### config.mk
export PLATFORM = sky130hd
export DESIGN_NAME = vr_wheel_gen
export DESIGN_NICKNAME = d
export VERILOG_FILES = /design/src/rtl/vr_wheel_gen.sv
export SDC_FILE = /design/constraint.sdc
export NUM_CORES = 1
export LEC_CHECK = 0
export CORE_ASPECT_RATIO = 0.6
export CORE_MARGIN = 10
export CORE_UTILIZATION = 45
export DETAILED_ROUTE_END_ITERATION = 6
export PLACE_DENSITY_LB_ADDON = 0.25
export SETUP_SLACK_MARGIN = 0.2
export SYNTH_ARGS = -nofsm -noshare
export SYNTH_HDL_FRONTEND = slang
export SYNTH_SLANG_ARGS = --single-unit
### constraint.sdc
create_clock -name clk -period 4.9 [get_ports clk]
set_input_delay 0.49 -clock clk [delete_from_list [all_inputs] [get_ports clk]]
set_output_delay 0.49 -clock clk [all_outputs]
set_load 0.01 [all_outputs]
### src/rtl/vr_wheel_gen.sv
// Synthetic variable-reluctance crank wheel: N slots of P clocks each, the last M
// slots forming the missing-tooth gap. Config is latched at every slot-0 entry.
module vr_wheel_gen #(
   parameter int PERIOD_WIDTH = 16,
   parameter int TEETH_WIDTH  = 8
) (
   input  logic                    clk,
   input  logic                    rst,
   input  logic                    ena,
   input  logic [PERIOD_WIDTH-1:0] tooth_period,
   input  logic [TEETH_WIDTH-1:0]  teeth_total,
   input  logic [TEETH_WIDTH-1:0]  teeth_missing,
   output logic                    vr_out,
   output logic [TEETH_WIDTH-1:0]  tooth_num,
   output logic                    gap,
   output logic                    rev_strobe,
   output logic                    cfg_err
);

   typedef enum logic [2:0] {
      ST_IDLE,
      ST_HIGH,
      ST_LOW,
      ST_GAP,
      ST_ERR
   } state_e;

   state_e                  state_q, state_d;
   logic [PERIOD_WIDTH-1:0] cnt_q, cnt_d;
   logic [TEETH_WIDTH-1:0]  tooth_q, tooth_d;
   logic [PERIOD_WIDTH-1:0] per_q, per_d;
   logic [TEETH_WIDTH-1:0]  tot_q, tot_d;
   logic [TEETH_WIDTH-1:0]  miss_q, miss_d;
   logic                    vr_q, vr_d;
   logic                    gap_q, gap_d;
   logic                    rev_q, rev_d;
   logic                    err_q, err_d;

   logic                    cfg_ok;
   logic [PERIOD_WIDTH-1:0] half;
   logic                    high_end;
   logic                    slot_end;
   logic                    last_tooth;
   logic [TEETH_WIDTH-1:0]  tooth_inc;
   logic                    enter_slot0;
   logic                    enter_err;
   logic                    go_idle;

   assign cfg_ok     = (tooth_period >= PERIOD_WIDTH'(2)) &&
                       (teeth_total >= TEETH_WIDTH'(2)) &&
                       (teeth_missing < teeth_total);
   assign half       = per_q >> 1;
   assign high_end   = (cnt_q == half - PERIOD_WIDTH'(1));
   assign slot_end   = (cnt_q == per_q - PERIOD_WIDTH'(1));
   assign last_tooth = (tooth_q == tot_q - TEETH_WIDTH'(1));
   assign tooth_inc  = tooth_q + TEETH_WIDTH'(1);

   // NOTE: every always_comb target gets a default first, otherwise a path that
   // skips an assignment infers a latch.
   always_comb begin
      state_d     = state_q;
      cnt_d       = cnt_q;
      tooth_d     = tooth_q;
      per_d       = per_q;
      tot_d       = tot_q;
      miss_d      = miss_q;
      vr_d        = vr_q;
      gap_d       = gap_q;
      rev_d       = 1'b0;
      err_d       = err_q;
      enter_slot0 = 1'b0;
      enter_err   = 1'b0;
      go_idle     = 1'b0;

      case (state_q)
         ST_IDLE: begin
            if (ena) begin
               if (cfg_ok) enter_slot0 = 1'b1;
               else        enter_err   = 1'b1;
            end
         end
         ST_HIGH: begin
            if (!ena) begin
               go_idle = 1'b1;
            end else begin
               cnt_d = cnt_q + PERIOD_WIDTH'(1);
               if (high_end) begin
                  state_d = ST_LOW;
                  vr_d    = 1'b0;
               end
            end
         end
         ST_LOW, ST_GAP: begin
            if (!ena) begin
               go_idle = 1'b1;
            end else if (!slot_end) begin
               cnt_d = cnt_q + PERIOD_WIDTH'(1);
            end else if (last_tooth) begin
               // Revolution wrap: re-validate whatever config is presented now.
               if (cfg_ok) enter_slot0 = 1'b1;
               else        enter_err   = 1'b1;
            end else begin
               cnt_d   = '0;
               tooth_d = tooth_inc;
               if (tooth_inc >= tot_q - miss_q) begin
                  state_d = ST_GAP;
                  vr_d    = 1'b0;
                  gap_d   = 1'b1;
               end else begin
                  state_d = ST_HIGH;
                  vr_d    = 1'b1;
                  gap_d   = 1'b0;
               end
            end
         end
         ST_ERR: begin
            if (!ena || cfg_ok) go_idle = 1'b1;
         end
         default: go_idle = 1'b1;
      endcase

      if (go_idle) begin
         state_d = ST_IDLE;
         cnt_d   = '0;
         tooth_d = '0;
         vr_d    = 1'b0;
         gap_d   = 1'b0;
         err_d   = 1'b0;
      end

      if (enter_slot0) begin
         state_d = ST_HIGH;
         cnt_d   = '0;
         tooth_d = '0;
         per_d   = tooth_period;
         tot_d   = teeth_total;
         miss_d  = teeth_missing;
         vr_d    = 1'b1;
         gap_d   = 1'b0;
         rev_d   = 1'b1;
         err_d   = 1'b0;
      end

      if (enter_err) begin
         state_d = ST_ERR;
         cnt_d   = '0;
         tooth_d = '0;
         vr_d    = 1'b0;
         gap_d   = 1'b0;
         err_d   = 1'b1;
      end
   end

   // NOTE: sequential state uses non-blocking assignments so every register
   // samples the pre-edge values regardless of statement order.
   always_ff @(posedge clk or negedge rst) begin
      if (!rst) begin
         // NOTE: the config registers are plain flops, not a memory, so they are
         // cleared with everything else for a fully known post-reset state.
         state_q <= ST_IDLE;
         cnt_q   <= '0;
         tooth_q <= '0;
         per_q   <= '0;
         tot_q   <= '0;
         miss_q  <= '0;
         vr_q    <= 1'b0;
         gap_q   <= 1'b0;
         rev_q   <= 1'b0;
         err_q   <= 1'b0;
      end else begin
         state_q <= state_d;
         cnt_q   <= cnt_d;
         tooth_q <= tooth_d;
         per_q   <= per_d;
         tot_q   <= tot_d;
         miss_q  <= miss_d;
         vr_q    <= vr_d;
         gap_q   <= gap_d;
         rev_q   <= rev_d;
         err_q   <= err_d;
      end
   end

   assign vr_out     = vr_q;
   assign tooth_num  = tooth_q;
   assign gap        = gap_q;
   assign rev_strobe = rev_q;
   assign cfg_err    = err_q;

endmodule

# Word-level counts from Yosys, hierarchy flattened
# Index checks and enable logic that the tools add are counted.
[totals]
reg_bits = 63
input_bits = 35
out_inout_bits = 12
word_cells = 111
[op_classes]
add_sub_neg = 6
n_lt_le_gt_ge = 4
eq_ne = 14
mux = 62
reduce_logical = 15
[ops]
columns = ["cell", "count"]
rows = [
  ["$mux W16", 7],
  ["$mux W8", 7],
  ["$mux W1", 33],
  ["$eq A16 B16 Y1", 2],
  ["$pmux W16 S2", 1],
  ["$ne A5 B5 Y1 const B", 5],
  ["$mux W3", 8],
  ["$add A16 B1 Y16 const B", 1],
  ["$ge A16 B2 Y1 const B", 1],
  ["$sub A15 B1 Y16 const B", 1],
  ["$sub A16 B1 Y16 const B", 1],
  ["$reduce_bool A4 Y1", 3],
  ["$add A8 B1 Y8 const B", 1],
  ["$eq A8 B8 Y1", 1],
  ["$ge A8 B2 Y1 const B", 1],
  ["$ge A8 B8 Y1", 1],
  ["$lt A8 B8 Y1", 1],
  ["$reduce_and A4 Y1", 2],
  ["$sub A8 B1 Y8 const B", 1],
  ["$sub A8 B8 Y8", 1],
  ["$eq A3 B2 Y1 const B", 2],
  ["$ne A6 B6 Y1 const B", 1],
  ["$pmux W1 S2", 3],
  ["$pmux W3 S2", 1],
  ["14 further kinds", 15],
]

# Logic depth before layout (Yosys ltp)
[depth]
ltp_word = 10
mapped_depth = 15
depth_no_buf = 15

# Worst setup path after synthesis
# OpenSTA, ideal clock, no wires.
[synth_timing]
path_kind = "register -> register"
from = "register per_q[2]"
to = "register cnt_q[10]"
setup_time_ns = 0.121
arrival_ns = 3.067
t_required_ns = 4.779
path_slack_ns = 1.712
path_stages_with_launch = 15
path_buffers = 5
synth_period_minus_slack_ns = 3.188
cell_sequence = "dfrtp_1 > clkbuf_1 > inv_1 > ha_1 > or3b_2 > buf_2 > nor4_4 > xor2_1 > a2111oi_2 > and4_1 > buf_6 > buf_2 > o21a_1 > buf_2 > nor2_1"
[synth_between]
elab_chain_cells = 8
word_cells_on_any_way = 19
cone_classes = "add/sub: 1; eq/ne: 4; mux: 12; reduce/logical: 2"
[synth_rtl]
columns = ["item", "line", "source"]
rows = [
  ["start, declared", "31", "logic [PERIOD_WIDTH-1:0] per_q, per_d;"],
  ["start signal, assigned", "174", "per_q <= per_d;"],
  ["$sub A16 B1 Y16 *", "54", "assign slot_end = (cnt_q == per_q - PERIOD_WIDTH'(1));"],
  ["$eq A16 B16 Y1 *", "54", ""],
  ["branches (longest 6 deep; another with $ne A6 B6 Y1)", "n/a", ""],
  ["end signal, assigned", "172", "cnt_q <= cnt_d;"],
  ["end, declared", "29", "logic [PERIOD_WIDTH-1:0] cnt_q, cnt_d;"],
]
# Every way passes the cells marked *. The select of a mux whose other input is x is not followed.
# A chain may end at the register's enable or synchronous reset.

# Worst setup path in the final report
[layout_timing]
from = "register per_q[1]"
to = "register per_q[15]"
[layout_between]
elab_chain_cells = 5
[layout_rtl]
columns = ["item", "line", "source"]
rows = [
  ["$sub A16 B1 Y16", "54", ""],
  ["$eq A16 B16 Y1", "54", ""],
  ["$mux W1", "96", "end else if (!slot_end) begin"],
  ["$mux W1", "94", "if (!ena) begin"],
  ["$pmux W1 S2", "75", "case (state_q)"],
]
# Every way passes these cells.

==> out/metrics.cfg <==
[clock_tree]
htreeDepth=3
hold_buffers=0
ctsResizeCount=0
worst_skew_pair.late_latency_ps=350
cts_made_buffers=9
cts_tree=yes
clk_pin_slew_ps=60
cts_buffer_depth=2
cts_root_buffer=clkbuf_16
post-cts-setup-buffers=0
cts.sink_count=63

[yosys]
syn_nets=598
synth_edf_count=0
yosys_warnings=0
ys_types=65
synthArstFlopShare=1.00
synth_ff_type=dfrtp_1
synthCells=535
syn-cell-area_mm2=0.00486
ys_seq_area_frac=0.324
synth_seq_cells=63
synth_area_per_cell_um2=9.09

[placed_design]
pre_cts_slack_ps=811
place_area_mm2=0.00536
io_buffers=46
dp_hpwl_mm=9.96
dpl.cell_count=691
gp_congestion=0.916

[timing]
min_period_ps=3960
relSlewSlack=0.216
setup_viol_count_final=0
holdWs_ps=307
hold_viol=0
slew_viol_final=0
finClkSkew_ps=9.18
setup_tns_ps=0
fin_ws_ps=941
rsz0062_at_grt=false
fin_crit_sh=0.808
worstMarginPinSlew_ps=1170
max_freq_mhz=253

[cells_and_area]
fin_util=0.533
area_delta_synth_final_pct=15.7
diodes=0
nFillCells=949
post_route_cells_drive_above_1_share=0.107
final_cell_area_mm2=0.00562
num-nets-final=626
layout.cells.non_filler=707

[critical_path]
cp.arrival_ps=4180
path_class=reg -> reg
end_kind=register
crit_chain=inv_1 > ha_1 > or3b_2 > nor4_4 > xor2_1 > a2111oi_2 > and4_1 > a21oi_4 > mux2_2
max_stage_delay_ps=980
crit_required_ps=5120
path_max_fanout=42
start_kind=register
crit_path_top_delay_cell=a21oi_4

[global_routing]
grt_pass1_wl_mm=21.2
grt_max_degree=64
gr-total-overflow=0
grtUsageTotal=0.169
antenna_found_initial=0
grt_pass1_vias=4009

[pwr]
pwr-share-clk=0.193
p_leak_nw=2.37
switching_share=0.431
pwr-share-seq=0.316
power.total_mw=3.04
power_density_mw_per_mm2=540
vdd_ir_drop_max_uv=265
combinationalPowerShare=0.491
power_switching_mw=1.31
intPower_mw=1.73

[floorplanning]
die-width_um=154
ios=47
core_area_mm2=0.0106
die_h_um=101
rows=29
dieArea_mm2=0.0155
start_util=0.460

[detailed_routing]
vias_per_cell=5.80
drt-total-wl_mm=12.7
num_vias=4103
antenna_left=0
avgRoutedWirePerCell_um=18.0
first_pass_iters=5
drt_iter0_markers=328
drc=0

[status]
status=completed

[worst_hold_path]
hold_class=in -> async

[run]
maxCapViolCount=0

[routing by layer]
| layer | wire length (um) | vias up | global-route usage |
|---|---|---|---|
| met4 | 180 | 0 | 0.0499 |
| met5 | 0 | - | 0 |
| met2 | 4770 | 164 | 0.214 |
| li1 | - | 1984 | - |
| met3 | 1140 | 13 | 0.0473 |
| met1 | 6610 | 1942 | 0.261 |
[flip-flops by register name, summed over array words and instances (netlist names)]
register,flops
vr_out,1
miss_q,8
gap,1
rev_strobe,1
cnt_q,16
tot_q,8
cfg_err,1
tooth_num,8
per_q,16
state_q,3
[worst max-delay path: cells and delay by family, from the launching register on]
kind,cells,cell delay (ps)
buffers and inverters,1,100
AO/OA/AOI/OAI,2,1080
adder cells (fa/ha/maj),1,270
multiplexers,1,430
AND/OR/NAND/NOR,3,1280
XOR/XNOR,1,220
flip-flops,1,430
[placed cells by master, fill, tap and decap left out, types with 6 or more instances in the layout]
master,instances
a21o_1,7
ha_1,27
mux2_2,27
inv_1,33
nor4_1,11
o21ai_0,27
dfrtp_1,63
xor2_1,28
nand3_1,21
clkbuf_16,9
nor3_1,17
xnor2_1,43
and3_1,7
and4_1,6
nand4_1,15
nand2_1,30
clkdlybuf4s50_1,45
nand2b_1,12
nor2_1,29
o211ai_1,7
a21oi_1,12
[final cells by class]
cell class | count | area [um^2] | share of cell area
multi-input cells | 409 | 3020 | 0.537
flip-flops and latches | 63 | 1580 | 0.280
repair buffers | 47 | 463 | 0.0823
clock buffers | 10 | 229 | 0.0407
well taps | 139 | 174 | 0.0309
inverters | 33 | 124 | 0.0220
clock inverters | 6 | 37.5 | 0.00667
[logic make-up after synthesis]
family                     count (synthesis)  share of synthesized area
adders and majority gates                 28                     0.0736
muxes                                     28                     0.0646
DFF                                       63                      0.324
xor gates and xnor gates                  71                      0.128
buffers and inverters                     63                     0.0559
and+or+nand+nor                          185                      0.214
AOI/OAI and AO/OA                         97                      0.139
[cell usage after synthesis (4+ instances only)]
library cell | number | area [um^2]
dfrtp_1 | 63 | 1580
xnor2_1 | 43 | 377
inv_1 | 33 | 124
nand2_1 | 30 | 113
nor2_1 | 29 | 109
xor2_1 | 28 | 245
ha_1 | 27 | 338
mux2_2 | 27 | 304
o21ai_0 | 27 | 135
nand3_1 | 21 | 105
nor3_1 | 17 | 85.1
clkbuf_1 | 16 | 60.1
nand4_1 | 15 | 93.8
a21oi_1 | 12 | 60.1
nand2b_1 | 12 | 75.1
nor4_1 | 11 | 68.8
buf_2 | 10 | 50.1
a21o_1 | 7 | 52.6
and3_1 | 7 | 43.8
o211ai_1 | 7 | 52.6
and4_1 | 6 | 52.6
a211oi_1 | 5 | 37.5
nor2b_1 | 5 | 31.3
a31oi_1 | 4 | 25.0
nor3b_1 | 4 | 30.0
or2_2 | 4 | 25.0
or3_1 | 4 | 25.0
[power by group through the flow]
stage	Sequential, mW	Clock [mW]	Combinational (mW)
2_1_floorplan	0.782	0	1.28
3_3_place_gp	0.948	0	1.43
3_5_place_dp	0.959	0	1.47
4_1_cts	0.950	0.591	1.48
5_1_grt	0.988	0.614	1.69
6_report	0.960	0.586	1.49
[final timing paths]
check,from,endpoint,slack [ps],depth (start not counted)
hold / removal,rst,miss_q[2],310,2
max in group asynchronous,rst,cnt_q[14],4020,2
hold reg to reg,gap,gap,500,2
setup / recovery,per_q[1],per_q[15],940,9
min in group clk,gap,gap,500,2
setup reg to reg,per_q[1],per_q[15],940,9
Power figures use the tool's default switching activity.
